## src/rtl/lcd_pkg.sv

```systemverilog
// Shared definitions for the ST7789V3 frame writer: opcodes, RS encoding,
// FSM state type and the RGB565 colour-bar palette.
package lcd_pkg;

  localparam logic [7:0] CMD_CASET = 8'h2A;
  localparam logic [7:0] CMD_RASET = 8'h2B;
  localparam logic [7:0] CMD_RAMWR = 8'h2C;

  localparam logic RS_CMD  = 1'b0;
  localparam logic RS_DATA = 1'b1;

  localparam int HDR_WORDS = 11;

  typedef enum logic [2:0] {
    ST_IDLE   = 3'd0,
    ST_HDR    = 3'd1,
    ST_PIX_HI = 3'd2,
    ST_PIX_LO = 3'd3,
    ST_DONE   = 3'd4
  } lcd_state_e;

  localparam logic [15:0] BAR_WHITE   = 16'hFFFF;
  localparam logic [15:0] BAR_YELLOW  = 16'hFFE0;
  localparam logic [15:0] BAR_CYAN    = 16'h07FF;
  localparam logic [15:0] BAR_GREEN   = 16'h07E0;
  localparam logic [15:0] BAR_MAGENTA = 16'hF81F;
  localparam logic [15:0] BAR_RED     = 16'hF800;
  localparam logic [15:0] BAR_BLUE    = 16'h001F;
  localparam logic [15:0] BAR_BLACK   = 16'h0000;

  function automatic logic [15:0] bar_colour(input logic [2:0] idx);
    case (idx)
      3'd0:    bar_colour = BAR_WHITE;
      3'd1:    bar_colour = BAR_YELLOW;
      3'd2:    bar_colour = BAR_CYAN;
      3'd3:    bar_colour = BAR_GREEN;
      3'd4:    bar_colour = BAR_MAGENTA;
      3'd5:    bar_colour = BAR_RED;
      3'd6:    bar_colour = BAR_BLUE;
      default: bar_colour = BAR_BLACK;
    endcase
  endfunction

endpackage

```

## src/rtl/lcd_pattern_gen.sv

```systemverilog
// Colour-bar source: raster x/y counters plus a bar index that steps every
// BAR_W columns. o_pixel/o_last describe the pixel the counters point at.
module lcd_pattern_gen
  import lcd_pkg::*;
#(
  parameter int H_RES = 240,
  parameter int V_RES = 320
) (
  input  logic        clk,
  input  logic        rst,
  input  logic        i_advance,
  input  logic        i_clear,
  output logic [15:0] o_pixel,
  output logic        o_last
);

  localparam int XW    = (H_RES > 1) ? $clog2(H_RES) : 1;
  localparam int YW    = (V_RES > 1) ? $clog2(V_RES) : 1;
  localparam int BAR_W = H_RES / 8;
  localparam int BCW   = (BAR_W > 1) ? $clog2(BAR_W) : 1;

  logic [XW-1:0]  r_x;
  logic [YW-1:0]  r_y;
  logic [2:0]     r_bar;
  logic [BCW-1:0] r_bar_col;
  logic           w_x_end;
  logic           w_y_end;

  assign w_x_end = (r_x == XW'(H_RES - 1));
  assign w_y_end = (r_y == YW'(V_RES - 1));

  always_ff @(posedge clk or negedge rst) begin
    if (!rst) begin
      r_x       <= '0;
      r_y       <= '0;
      r_bar     <= '0;
      r_bar_col <= '0;
    end else if (i_clear) begin
      r_x       <= '0;
      r_y       <= '0;
      r_bar     <= '0;
      r_bar_col <= '0;
    end else if (i_advance) begin
      if (w_x_end) begin
        r_x       <= '0;
        r_bar     <= '0;
        r_bar_col <= '0;
        r_y       <= w_y_end ? '0 : r_y + 1'b1;
      end else begin
        r_x <= r_x + 1'b1;
        // Last bar never advances, so remainder columns keep its colour.
        if (r_bar_col == BCW'(BAR_W - 1) && r_bar != 3'd7) begin
          r_bar     <= r_bar + 1'b1;
          r_bar_col <= '0;
        end else begin
          r_bar_col <= r_bar_col + 1'b1;
        end
      end
    end
  end

  assign o_pixel = bar_colour(r_bar);
  assign o_last  = w_x_end && w_y_end;

endmodule

```

## src/rtl/lcd_frame_writer.sv

```systemverilog
// Emits CASET/RASET/RAMWR header then one colour-bar frame as 9-bit words.
// Optional LCD_FRAME_LOOP_EN: frames repeat back-to-back after the first start.
module lcd_frame_writer
  import lcd_pkg::*;
#(
  parameter int H_RES = 240,
  parameter int V_RES = 320,
  parameter int X_OFS = 0,
  parameter int Y_OFS = 0
) (
  input  logic       clk,
  input  logic       rst,
  input  logic       start,
  output logic       busy,
  output logic       done,
  output logic       wr_valid,
  input  logic       wr_ready,
  output logic [8:0] wr_data,
  output lcd_state_e dbg_state
);

  localparam logic [15:0] XS = 16'(X_OFS);
  localparam logic [15:0] XE = 16'(X_OFS + H_RES - 1);
  localparam logic [15:0] YS = 16'(Y_OFS);
  localparam logic [15:0] YE = 16'(Y_OFS + V_RES - 1);

  function automatic logic [8:0] hdr_word(input logic [3:0] idx);
    case (idx)
      4'd0:    hdr_word = {RS_CMD,  CMD_CASET};
      4'd1:    hdr_word = {RS_DATA, XS[15:8]};
      4'd2:    hdr_word = {RS_DATA, XS[7:0]};
      4'd3:    hdr_word = {RS_DATA, XE[15:8]};
      4'd4:    hdr_word = {RS_DATA, XE[7:0]};
      4'd5:    hdr_word = {RS_CMD,  CMD_RASET};
      4'd6:    hdr_word = {RS_DATA, YS[15:8]};
      4'd7:    hdr_word = {RS_DATA, YS[7:0]};
      4'd8:    hdr_word = {RS_DATA, YE[15:8]};
      4'd9:    hdr_word = {RS_DATA, YE[7:0]};
      default: hdr_word = {RS_CMD,  CMD_RAMWR};
    endcase
  endfunction

  lcd_state_e  r_state, w_state;
  logic [3:0]  r_idx, w_idx;
  logic [8:0]  r_data, w_data;
  logic [7:0]  r_lo, w_lo;
  logic        r_last, w_last;
  logic        r_valid, w_valid;
  logic        r_busy, w_busy;
  logic        r_done, w_done;
  logic        w_xfer;
  logic        w_gen_adv;
  logic        w_gen_clr;
  logic [15:0] w_pixel;
  logic        w_pixel_last;

  // Pixels are fetched from the generator one word ahead so wr_data can be
  // registered; the low byte and last-pixel flag ride along in r_lo/r_last.
  lcd_pattern_gen #(.H_RES(H_RES), .V_RES(V_RES)) u_gen (
    .clk      (clk),
    .rst      (rst),
    .i_advance(w_gen_adv),
    .i_clear  (w_gen_clr),
    .o_pixel  (w_pixel),
    .o_last   (w_pixel_last)
  );

  assign w_xfer = r_valid && wr_ready;

  always_comb begin
    w_state   = r_state;
    w_idx     = r_idx;
    w_data    = r_data;
    w_lo      = r_lo;
    w_last    = r_last;
    w_valid   = r_valid;
    w_busy    = r_busy;
    w_done    = 1'b0;
    w_gen_adv = 1'b0;
    w_gen_clr = 1'b0;
    case (r_state)
      ST_IDLE: begin
        if (start) begin
          w_state   = ST_HDR;
          w_idx     = '0;
          w_data    = hdr_word(4'd0);
          w_valid   = 1'b1;
          w_busy    = 1'b1;
          w_gen_clr = 1'b1;
        end
      end
      ST_HDR: begin
        if (w_xfer) begin
          if (r_idx == 4'(HDR_WORDS - 1)) begin
            w_state   = ST_PIX_HI;
            w_data    = {RS_DATA, w_pixel[15:8]};
            w_lo      = w_pixel[7:0];
            w_last    = w_pixel_last;
            w_gen_adv = 1'b1;
          end else begin
            w_idx  = r_idx + 1'b1;
            w_data = hdr_word(r_idx + 1'b1);
          end
        end
      end
      ST_PIX_HI: begin
        if (w_xfer) begin
          w_state = ST_PIX_LO;
          w_data  = {RS_DATA, r_lo};
        end
      end
      ST_PIX_LO: begin
        if (w_xfer) begin
          if (r_last) begin
            w_done = 1'b1;
`ifdef LCD_FRAME_LOOP_EN
            w_state = ST_HDR;
            w_idx   = '0;
            w_data  = hdr_word(4'd0);
`else
            w_state = ST_DONE;
            w_valid = 1'b0;
            w_busy  = 1'b0;
            w_data  = '0;
`endif
          end else begin
            w_state   = ST_PIX_HI;
            w_data    = {RS_DATA, w_pixel[15:8]};
            w_lo      = w_pixel[7:0];
            w_last    = w_pixel_last;
            w_gen_adv = 1'b1;
          end
        end
      end
      ST_DONE: w_state = ST_IDLE;
      default: w_state = ST_IDLE;
    endcase
  end

  always_ff @(posedge clk or negedge rst) begin
    if (!rst) begin
      r_state <= ST_IDLE;
      r_idx   <= '0;
      r_data  <= '0;
      r_lo    <= '0;
      r_last  <= 1'b0;
      r_valid <= 1'b0;
      r_busy  <= 1'b0;
      r_done  <= 1'b0;
    end else begin
      r_state <= w_state;
      r_idx   <= w_idx;
      r_data  <= w_data;
      r_lo    <= w_lo;
      r_last  <= w_last;
      r_valid <= w_valid;
      r_busy  <= w_busy;
      r_done  <= w_done;
    end
  end

  assign busy      = r_busy;
  assign done      = r_done;
  assign wr_valid  = r_valid;
  assign wr_data   = r_data;
  assign dbg_state = r_state;

endmodule

```

## config.mk

```make
export PLATFORM = sky130hd
export DESIGN_NAME = lcd_frame_writer
export DESIGN_NICKNAME = d
export VERILOG_FILES = /design/src/rtl/lcd_pkg.sv /design/src/rtl/lcd_pattern_gen.sv /design/src/rtl/lcd_frame_writer.sv
export SDC_FILE = /design/constraint.sdc
export NUM_CORES = 1
export LEC_CHECK = 0
export ABC_CLOCK_PERIOD_IN_PS = 6530
export CAP_MARGIN = 20
export CORE_MARGIN = 4
export CORE_UTILIZATION = 27
export CTS_CLUSTER_SIZE = 12
export DETAILED_ROUTE_END_ITERATION = 16
export PLACE_DENSITY = 0.43
export SYNTH_ARGS = -nofsm -noshare
export SYNTH_HDL_FRONTEND = slang
export SYNTH_SLANG_ARGS = --single-unit
```

## constraint.sdc

```tcl
create_clock -name clk -period 6.53 [get_ports clk]
set_clock_uncertainty 0.05 [all_clocks]
set_input_delay 0.653 -clock clk [delete_from_list [all_inputs] [get_ports clk]]
set_output_delay 0.653 -clock clk [all_outputs]
set_load 0.02 [all_outputs]
```

==> results of run 1 <==
power groups by stage:
stage	Sequential [W]	Combinational (W)	Clock [W]
2_1_floorplan	0.000426	0.000354	0
3_3_place_gp	0.000441	0.000515	0
3_5_place_dp	0.000441	0.000517	0
4_1_cts	0.000436	0.000519	0.000178
5_1_grt	0.000450	0.000571	0.000189
6_report	0.000435	0.000513	0.000167
critical path, stage by stage (launching register included):
cell,delay (ps)
dfrtp_1,500
inv_1,180
ha_1,290
nand3b_4,140
a221o_1,550
or4_4,610
or3_1,350
o21ai_1,70
Yosys cell counts (8+ instances only):
library cell	count	area (um2)
a21oi_1	31	155.2
clkbuf_1	14	52.55
dfrtp_1	45	1126
ha_1	15	187.7
inv_1	13	48.80
nand2_1	27	101.4
nand3_1	12	60.06
nor2_1	36	135.1
nor2b_1	8	50.05
nor3_1	9	45.04
o21ai_0	32	160.2
flip-flops by register name (all words and copies together) (netlist names):
| register | cells |
|---|---|
| u_gen.r_y | 9 |
| u_gen.r_x | 8 |
| wr_data | 8 |
| u_gen.r_bar_col | 5 |
| r_idx | 4 |
| dbg_state | 3 |
| u_gen.r_bar | 3 |
| r_lo | 2 |
| busy | 1 |
| done | 1 |
| r_last | 1 |
area by class of cell:
cell class                      count  area, um2  area share (%)
Multi-Input combinational cell    259       1638           50.23
Sequential cell                    45       1126           34.54
Timing Repair Buffer               21      197.7           6.063
Tap cell                          136      170.2           5.219
Clock buffer                        8      80.08           2.456
Inverter                           13      48.80           1.497
how the worst min path moves through the flow:
stage,from,endpoint,slack (ps),depth (start not counted)
CTS,rst,dbg_state[1]$_DFFE_PN0P_,410,2
floorplan,rst,busy$_DFFE_PN0P_,310,0
finish,rst,dbg_state[1]$_DFFE_PN0P_,390,2
global route,rst,dbg_state[1]$_DFFE_PN0P_,450,2
global placement,r_lo[4]$_DFFE_PN0P_,r_lo[4]$_DFFE_PN0P_,420,2
detailed placement,r_lo[4]$_DFFE_PN0P_,r_lo[4]$_DFFE_PN0P_,420,2
logic make-up (layout without fill, tap and decap cells):
group / after synthesis / in the layout
AO/OA/AOI/OAI: 93 / 93
flip-flops: 45 / 45
XOR/XNOR: 6 / 6
multiplexers: 7 / 7
buffers and inverters: 33 / 42
AND/OR/NAND/NOR: 138 / 138
adder cells (fa/ha/maj): 15 / 15
layer usage:
layer	GRT usage [%]	vias to the layer above	routed length, um
li1	-	1220	-
met1	15.35	1175	3291
met2	20.14	20	3536
met3	2.120	2	138
met4	2.433	0	44
met5	0	-	0
per-stage QoR:
step	power, W	util [%]	instance area, um2
global route	0.001211	31.44	3261
floorplan	0.0007801	-	2892
finish	0.001114	31.44	3261
global placement	0.0009559	30.67	3181
CTS	0.001132	31.44	3261
detailed placement	0.0009579	30.67	3181
==> flow_summary.json, run 1 <==
{
  "fillCellCount": 1123,
  "leakagePower_nw": 1.386,
  "syn-num-nets": 356,
  "port_buffers": 18,
  "antennaDiodeCount": 0,
  "ys_warn_count": 0,
  "viasPerCell": 5.015,
  "dr.first_iter.drc_count": 77,
  "async_reset_ff_share_pct": 100.0,
  "cts_sinks": 45,
  "startpoint": "r_idx[0]$_DFFE_PN0P_",
  "fin_crit_sh_pct": 43.19,
  "drive_above_1_share_pct": 5.202,
  "numCtsBuffers": 5,
  "min_period_ps": 2820,
  "reg2reg_slack_ps": 3710,
  "cts_resized": 0,
  "intPower_w": 0.0006351,
  "slew_viol_final": 0,
  "grt_pass1_wl_mm": 12.12,
  "p_comb_share_pct": 46.0,
  "synth_ff_type": "dfrtp_1",
  "wl_mm": 7.010,
  "p_per_area_nw_per_um2": 341.6,
  "layout_common_cells": "dfrtp_1, nor2_1, o21ai_0, a21oi_1, nand2_1",
  "drt-wirelength-per-cell_um": 14.54,
  "hold_slack_ps": 386.0,
  "overflow": 0,
  "end_kind": "flop",
  "synth.avg_cell_area_um2": 8.580,
  "grt.total_usage_pct": 11.68,
  "p_switching_w": 0.0004787,
  "post-cts-setup-buffers": 0,
  "post-place-ws_ps": 3468,
  "drv_cap": 0,
  "seqPwrFrac_pct": 39.0,
  "syn2layout_area_growth_pct": 12.77,
  "synth_top_family_by_area": "simple AND/OR/NAND/NOR gates",
  "core-area_um2": 10370,
  "die_w_um": 111.5,
  "status": "finished clean",
  "final_common_cell": "dfrtp_1",
  "hold_viol": 0,
  "firstDrtPassIters": 5,
  "required_ps": 6700,
  "clockBufferDepth": 2,
  "dp_hpwl_mm": 4.915,
  "ant_nets": 0,
  "fin_cells": 482,
  "antenna_found_initial": 0,
  "num_vias": 2417,
  "ir_drop_mv": 0.1337,
  "setup_viol": 0,
  "worstSetupPathType": "reg2reg",
  "worst_setup_path_start_kind": "flop",
  "drc": 0,
  "h-tree-depth": 2,
  "cts_hold_buf": 0,
  "grt_max_degree": 46,
  "synth_mux_area_share_pct": 2.510,
  "setup_ws_ps": 3710,
  "sw_frac_of_total_pct": 42.98,
  "yosys_register_bits": 45,
  "fp.dieH_um": 111.5,
  "root_buffer": "clkbuf_8",
  "critical_path.max_fanout": 14,
  "grt_pass1_vias": 2353,
  "pwr-share-clk_pct": 15.0,
  "r2r_end": "u_gen.r_bar_col[4]$_DFFE_PN0P_",
  "hold_path_class": "in2async",
  "clk_pin_slew_ps": 90,
  "num_io_pins": 19,
  "rsz0062_at_grt": "no",
  "start_util_pct": 27.88,
  "cp.arrival_ps": 2990,
  "die_area_um2": 12430,
  "insertion_delay_ps": 290,
  "synth-compound-area-share_pct": 19.17,
  "synth-edff-count": 0,
  "rows": 37,
  "r2r-start": "r_idx[0]$_DFFE_PN0P_",
  "synth_simple_gate_area_share_pct": 26.35,
  "synth_area_um2": 2892,
  "critical_path.endpoint": "u_gen.r_bar_col[4]$_DFFE_PN0P_",
  "synth_cell_types": 56,
  "place.gp.congestion": 0.7888,
  "fin_nets": 364,
  "seq_area_frac_synth_pct": 38.94,
  "tightest_slew_ps": 596.0,
  "yosys.area_share.xor_xnor_pct": 1.817,
  "synth_adder_area_share_pct": 6.491,
  "cts_tree": "built",
  "syn_inst": 337,
  "rr_worst_depth": 7,
  "setup-tns-final_ps": 0,
  "maxSlewHeadroom_pct": 60.27,
  "fmax_ghz": 0.3546,
  "dp_cells": 474
}
Power figures use the tool's default switching activity.
==> run 2: changes to the inputs <==
--- a/config.mk
+++ b/config.mk
@@ -5,7 +5,7 @@
 export SDC_FILE = /design/constraint.sdc
 export NUM_CORES = 1
 export LEC_CHECK = 0
-export ABC_CLOCK_PERIOD_IN_PS = 6530
+export ABC_CLOCK_PERIOD_IN_PS = 2910
 export CAP_MARGIN = 20
 export CORE_MARGIN = 4
 export CORE_UTILIZATION = 27
==> constraint.sdc (replaced) <==
create_clock -name clk -period 2.91 [get_ports clk]
set_clock_uncertainty 0.05 [all_clocks]
set_input_delay 0.291 -clock clk [delete_from_list [all_inputs] [get_ports clk]]
set_output_delay 0.291 -clock clk [all_outputs]
set_load 0.02 [all_outputs]
==> run 2 against run 1 <==
Against the previous run: clock power up 140%; sequential cell count did not move; sequential power is 100% higher; global-route usage rose by 0.29 points; critical endpoint unchanged; via count increased by 3.7%; hold slack worse by 360 ps; largest power group unchanged; critical path type unchanged; first-iteration DRC count up 19%; sequential share of layout area down 0.99 points.
==> flow_summary.json, run 2 (synthesis results as in run 1) <==
{
  "status": "finished clean",
  "h-tree-depth": 2,
  "antennaDiodeCount": 0,
  "wl_met1_mm": 3.410,
  "drt-wirelength-per-cell_um": 14.49,
  "fp.dieH_um": 111.5,
  "fin_crit_sh_pct": 85.18,
  "antenna_found_initial": 0,
  "worstSetupPathType": "reg2reg",
  "slew_viol_final": 0,
  "overflow": 0,
  "critical_path.max_fanout": 8,
  "maxSlewHeadroom_pct": 58.82,
  "worst_setup_path_start_kind": "flop",
  "grt_pass1_vias": 2461,
  "dr.first_iter.drc_count": 92,
  "ant_nets": 0,
  "firstDrtPassIters": 5,
  "cts_resized": 0,
  "required_ps": 3090,
  "die_area_um2": 12430,
  "grt.total_usage_pct": 11.97,
  "regMostFlops": "u_gen.r_y",
  "fin_cells": 493,
  "cts_sinks": 45,
  "grt_pass1_wl_mm": 12.46,
  "core-area_um2": 10370,
  "num_io_pins": 19,
  "critical_path.endpoint": "u_gen.r_bar_col[4]$_DFFE_PN0P_",
  "root_buffer": "clkbuf_8",
  "min_period_ps": 2479,
  "drc": 0,
  "fin_nets": 376,
  "routed.top_layer": "met4",
  "r2r-start": "r_idx[0]$_DFFE_PN0P_",
  "tightest_slew_ps": 617.7,
  "setup_viol": 0,
  "startpoint": "r_idx[0]$_DFFE_PN0P_",
  "place.gp.congestion": 0.8380,
  "insertion_delay_ps": 290,
  "grt_max_degree": 46,
  "setup-tns-final_ps": 0,
  "wl_mm": 7.145,
  "rr_worst_depth": 7,
  "clk_pin_slew_ps": 90,
  "cp.arrival_ps": 2660,
  "rsz0062_at_grt": "no",
  "die_w_um": 111.5,
  "drive_above_1_share_pct": 8.683,
  "rows": 37,
  "layout_common_cells": "dfrtp_1, nor2_1, o21ai_0, a21oi_1, nand2_1",
  "ir_drop_mv": 0.2640,
  "drv_cap": 0,
  "fmax_ghz": 0.4034,
  "clockBufferDepth": 2,
  "r2r_end": "u_gen.r_bar_col[4]$_DFFE_PN0P_",
  "post-cts-setup-buffers": 0,
  "port_buffers": 18,
  "final_common_cell": "dfrtp_1",
  "dp_cells": 486,
  "dp_hpwl_mm": 5.304,
  "num_vias": 2506,
  "cts_hold_buf": 0,
  "hold_path_class": "in2async",
  "viasPerCell": 5.083,
  "cts_tree": "built",
  "end_kind": "flop",
  "reg2reg_slack_ps": 430,
  "met2_length_mm": 3.499,
  "leakagePower_nw": 1.449,
  "wl_met3_um": 186,
  "numCtsBuffers": 5,
  "syn2layout_area_growth_pct": 16.10,
  "start_util_pct": 27.88,
  "hold_viol": 0,
  "largest_reg_flops": 9,
  "p_per_area_nw_per_um2": 771.2
}
run 2: changes by cell type in the layout (fill, tap and decap cells not counted):
cell / delta
clkbuf_8: +1
clkbuf_1: -2
buf_4: +12
run 2: worst max-delay path: stages (launching register included):
cell and delay [ps]:
dfrtp_1 380, inv_1 120, ha_1 280, nand3b_4 140, a221o_1 440, or4_4 570, or3_1 350, o21ai_1 70
run 2: layer usage:
metal,vias to the layer above,track usage [%]
met5,-,0
met1,1217,16.06
li1,1250,-
met2,35,20.51
met4,0,2.433
met3,4,1.902
run 2: worst min-delay path by stage:
| stage | from | endpoint | slack (ps) | cells after the start |
|---|---|---|---|---|
| after floorplan | rst | busy$_DFFE_PN0P_ | -50 | 0 |
| after global placement | rst | r_idx[1]$_DFFE_PN0P_ | 380 | 2 |
| after detailed placement | rst | busy$_DFFE_PN0P_ | 390 | 2 |
| after CTS | rst | dbg_state[0]$_DFFE_PN0P_ | 60 | 2 |
| after global routing | rst | dbg_state[0]$_DFFE_PN0P_ | 90 | 2 |
| final | rst | dbg_state[2]$_DFFE_PN0P_ | 30 | 2 |
run 2: layout make-up:
type	count	area, um2
Clock buffer	7	86.33
Timing Repair Buffer	33	287.8
Sequential cell	45	1126
Tap cell	136	170.2
Multi-Input combinational cell	259	1638
Fill cell	1115	7013
Inverter	13	48.80
run 2: metrics by stage:
step                      setup slack [ps]  area (um2)  utilization [%]  power, W  hold slack (ps)
final                                431.3        3357            32.37  0.002589            25.08
after global routing                 275.9        3357            32.37  0.002813            93.86
after CTS                            412.3        3357            32.37  0.002625            59.28
after detailed placement             320.2        3271            31.54  0.002210            388.5
after global placement               357.9        3271            31.54  0.002222            383.6
after floorplan                      581.0        2892                -  0.001751           -54.59
run 2: power by group:
| part | switching [W] | leakage [nW] | internal [W] |
|---|---|---|---|
| registers | 0.000112 | 0.587 | 0.000765 |
| logic | 0.000771 | 0.818 | 0.000544 |
| clock network | 0.000208 | 0.0443 | 0.000189 |
==> run 3: changes to the inputs <==
--- a/config.mk
+++ b/config.mk
@@ -7,11 +7,13 @@
 export LEC_CHECK = 0
 export ABC_CLOCK_PERIOD_IN_PS = 2910
 export CAP_MARGIN = 20
+export CELL_PAD_IN_SITES_DETAIL_PLACEMENT = 0
+export CELL_PAD_IN_SITES_GLOBAL_PLACEMENT = 1
 export CORE_MARGIN = 4
 export CORE_UTILIZATION = 27
 export CTS_CLUSTER_SIZE = 12
 export DETAILED_ROUTE_END_ITERATION = 16
-export PLACE_DENSITY = 0.43
+export PLACE_DENSITY = 0.52
 export SYNTH_ARGS = -nofsm -noshare
 export SYNTH_HDL_FRONTEND = slang
 export SYNTH_SLANG_ARGS = --single-unit
==> run 3 against run 2 <==
Against the previous run: final area decreased by 0.15%; total power about the same; global-route usage increased by 0.98 points; sequential cell count unchanged; maximum frequency decreased by 3.0%.
==> flow_summary.json, run 3 (synthesis results as in run 1) <==
{
  "crit_cells": 7,
  "p_per_area_nw_per_um2": 772.9,
  "start_util_pct": 27.88,
  "cts_resized": 0,
  "routed.top_layer": "met4",
  "wl_met3_um": 162,
  "wl_mm": 7.718,
  "hold_path_class": "reg2reg",
  "placed_cell_area_um2": 3256,
  "rsz0062_at_grt": "no",
  "rows": 37,
  "viasPerCell": 5.037,
  "firstDrtPassIters": 4,
  "critPathMaxStageDelay_ps": 560,
  "num_io_pins": 19,
  "fin_nets": 375,
  "grt_max_degree": 25,
  "ant_nets": 0,
  "fmax_ghz": 0.3913,
  "grt.total_usage_pct": 12.95,
  "slew_viol_final": 0,
  "antenna_found_initial": 0,
  "numCtsBuffers": 5,
  "grt_pass1_vias": 2534,
  "fp.dieH_um": 111.5,
  "place.gp.congestion": 0.7602,
  "cp.arrival_ps": 2740,
  "dr.first_iter.drc_count": 119,
  "fin_crit_sh_pct": 87.82,
  "syn2layout_area_growth_pct": 15.92,
  "rr_worst_depth": 7,
  "clk_pin_slew_ps": 90,
  "drc": 0,
  "design_area_um2": 3352,
  "cts_tree": "built",
  "status": "finished clean",
  "cp_cell_sequence": "inv_1, ha_1, nand3b_4, a221o_1, or4_4, or3_1, o21ai_1",
  "drt-wirelength-per-cell_um": 15.69,
  "drive_above_1_share_pct": 8.146,
  "crit_family": "simple AND/OR/NAND/NOR gates",
  "largest_reg_flops": 9,
  "worstSetupPathType": "reg2reg",
  "cp_slowest_cell": "or4_4",
  "die_w_um": 111.5,
  "regMostFlops": "u_gen.r_y",
  "final_common_cell": "dfrtp_1",
  "clockBufferDepth": 2,
  "required_ps": 3090,
  "leakagePower_nw": 1.444,
  "dp_hpwl_mm": 5.655,
  "met2_length_mm": 3.634,
  "wl_met1_mm": 3.891,
  "root_buffer": "clkbuf_8",
  "min_period_ps": 2556,
  "crit_buf_inv": 1,
  "setup_viol": 0,
  "ir_drop_mv": 0.3337,
  "die_area_um2": 12430,
  "core-area_um2": 10370,
  "num_vias": 2478,
  "worst_setup_path_start_kind": "flop",
  "layout_common_cells": "dfrtp_1, nor2_1, o21ai_0, a21oi_1, nand2_1",
  "critical_path.max_fanout": 9,
  "port_buffers": 18,
  "grt_pass1_wl_mm": 13.39,
  "antennaDiodeCount": 0,
  "end_kind": "flop",
  "drv_cap": 0,
  "tightest_slew_ps": 597.6,
  "hold_viol": 0,
  "maxSlewHeadroom_pct": 60.16,
  "h-tree-depth": 2,
  "overflow": 0,
  "min_path_cells": 1,
  "insertion_delay_ps": 300,
  "setup-tns-final_ps": 0,
  "cts_sinks": 45
}
==> run 3: changes by cell type in the layout (fill, tap and decap cells not counted) <==
| cell | change |
|---|---|
| dlygate4sd3_1 | +1 |
| buf_4 | -2 |
==> run 3: what timing repair did <==
| action | 4_1_cts | 5_1_grt |
|---|---|---|
| hold buffers | 1 | 0 |
| setup endpoints to repair | 0 | 0 |
| buffers inserted | 0 | 0 |
| hold endpoints to repair | 23 | 0 |
==> run 3: layer usage <==
metal | vias up | track usage (%)
li1 | 1247 | -
met1 | 1199 | 18.20
met2 | 30 | 21.11
met3 | 2 | 2.174
met4 | 0 | 2.595
met5 | - | 0
==> run 3: through the flow <==
step / total power [W] / instances / util, % / setup WS, ps / hold WS (ps)
global placement: 0.002214 / 484 / 31.39 / 423.2 / 284.7
finish: 0.002591 / 492 / 32.32 / 354.3 / 437.9
CTS: 0.002635 / 492 / 32.32 / 355.4 / 438.3
detailed placement: 0.002211 / 484 / 31.39 / 362.1 / 291.4
global route: 0.002828 / 492 / 32.32 / 267.0 / 483.8
floorplan: 0.001751 / 337 / - / 581.0 / -54.59
==> run 3: power breakdown <==
part / switching, W / internal (W)
registers: 0.000148 / 0.000764
clock network: 0.000218 / 0.000189
logic: 0.000745 / 0.000527
==> run 3: worst register-to-register path, cell delays in order (launching register included) <==
cell and delay [ps]:
dfrtp_1 490, inv_1 170, ha_1 290, nand3b_4 140, a221o_1 370, or4_4 560
or3_1 350, o21ai_1 70
==> run 3: final cells by class <==
class | instances | area (um2)
fillers | 1131 | 7018
multi-input cells | 259 | 1638
flip-flops and latches | 45 | 1126
repair buffers | 32 | 282.8
well taps | 136 | 170.2
clock buffers | 7 | 86.33
inverters | 13 | 48.80
==> run 3: final timing paths <==
path                                                from                             end  slack (ps)
min in group asynchronous                            rst                busy$_DFFE_PN0P_         470
worst max register to register      r_idx[0]$_DFFE_PN0P_  u_gen.r_bar_col[4]$_DFFE_PN0P_         350
max in group asynchronous                            rst          wr_data[0]$_DFFE_PN0P_        1590
worst min-delay path            u_gen.r_x[7]$_DFFE_PN0P_        u_gen.r_x[7]$_DFFE_PN0P_         440
worst min register to register  u_gen.r_x[7]$_DFFE_PN0P_        u_gen.r_x[7]$_DFFE_PN0P_         440
worst max-delay path                r_idx[0]$_DFFE_PN0P_  u_gen.r_bar_col[4]$_DFFE_PN0P_         350
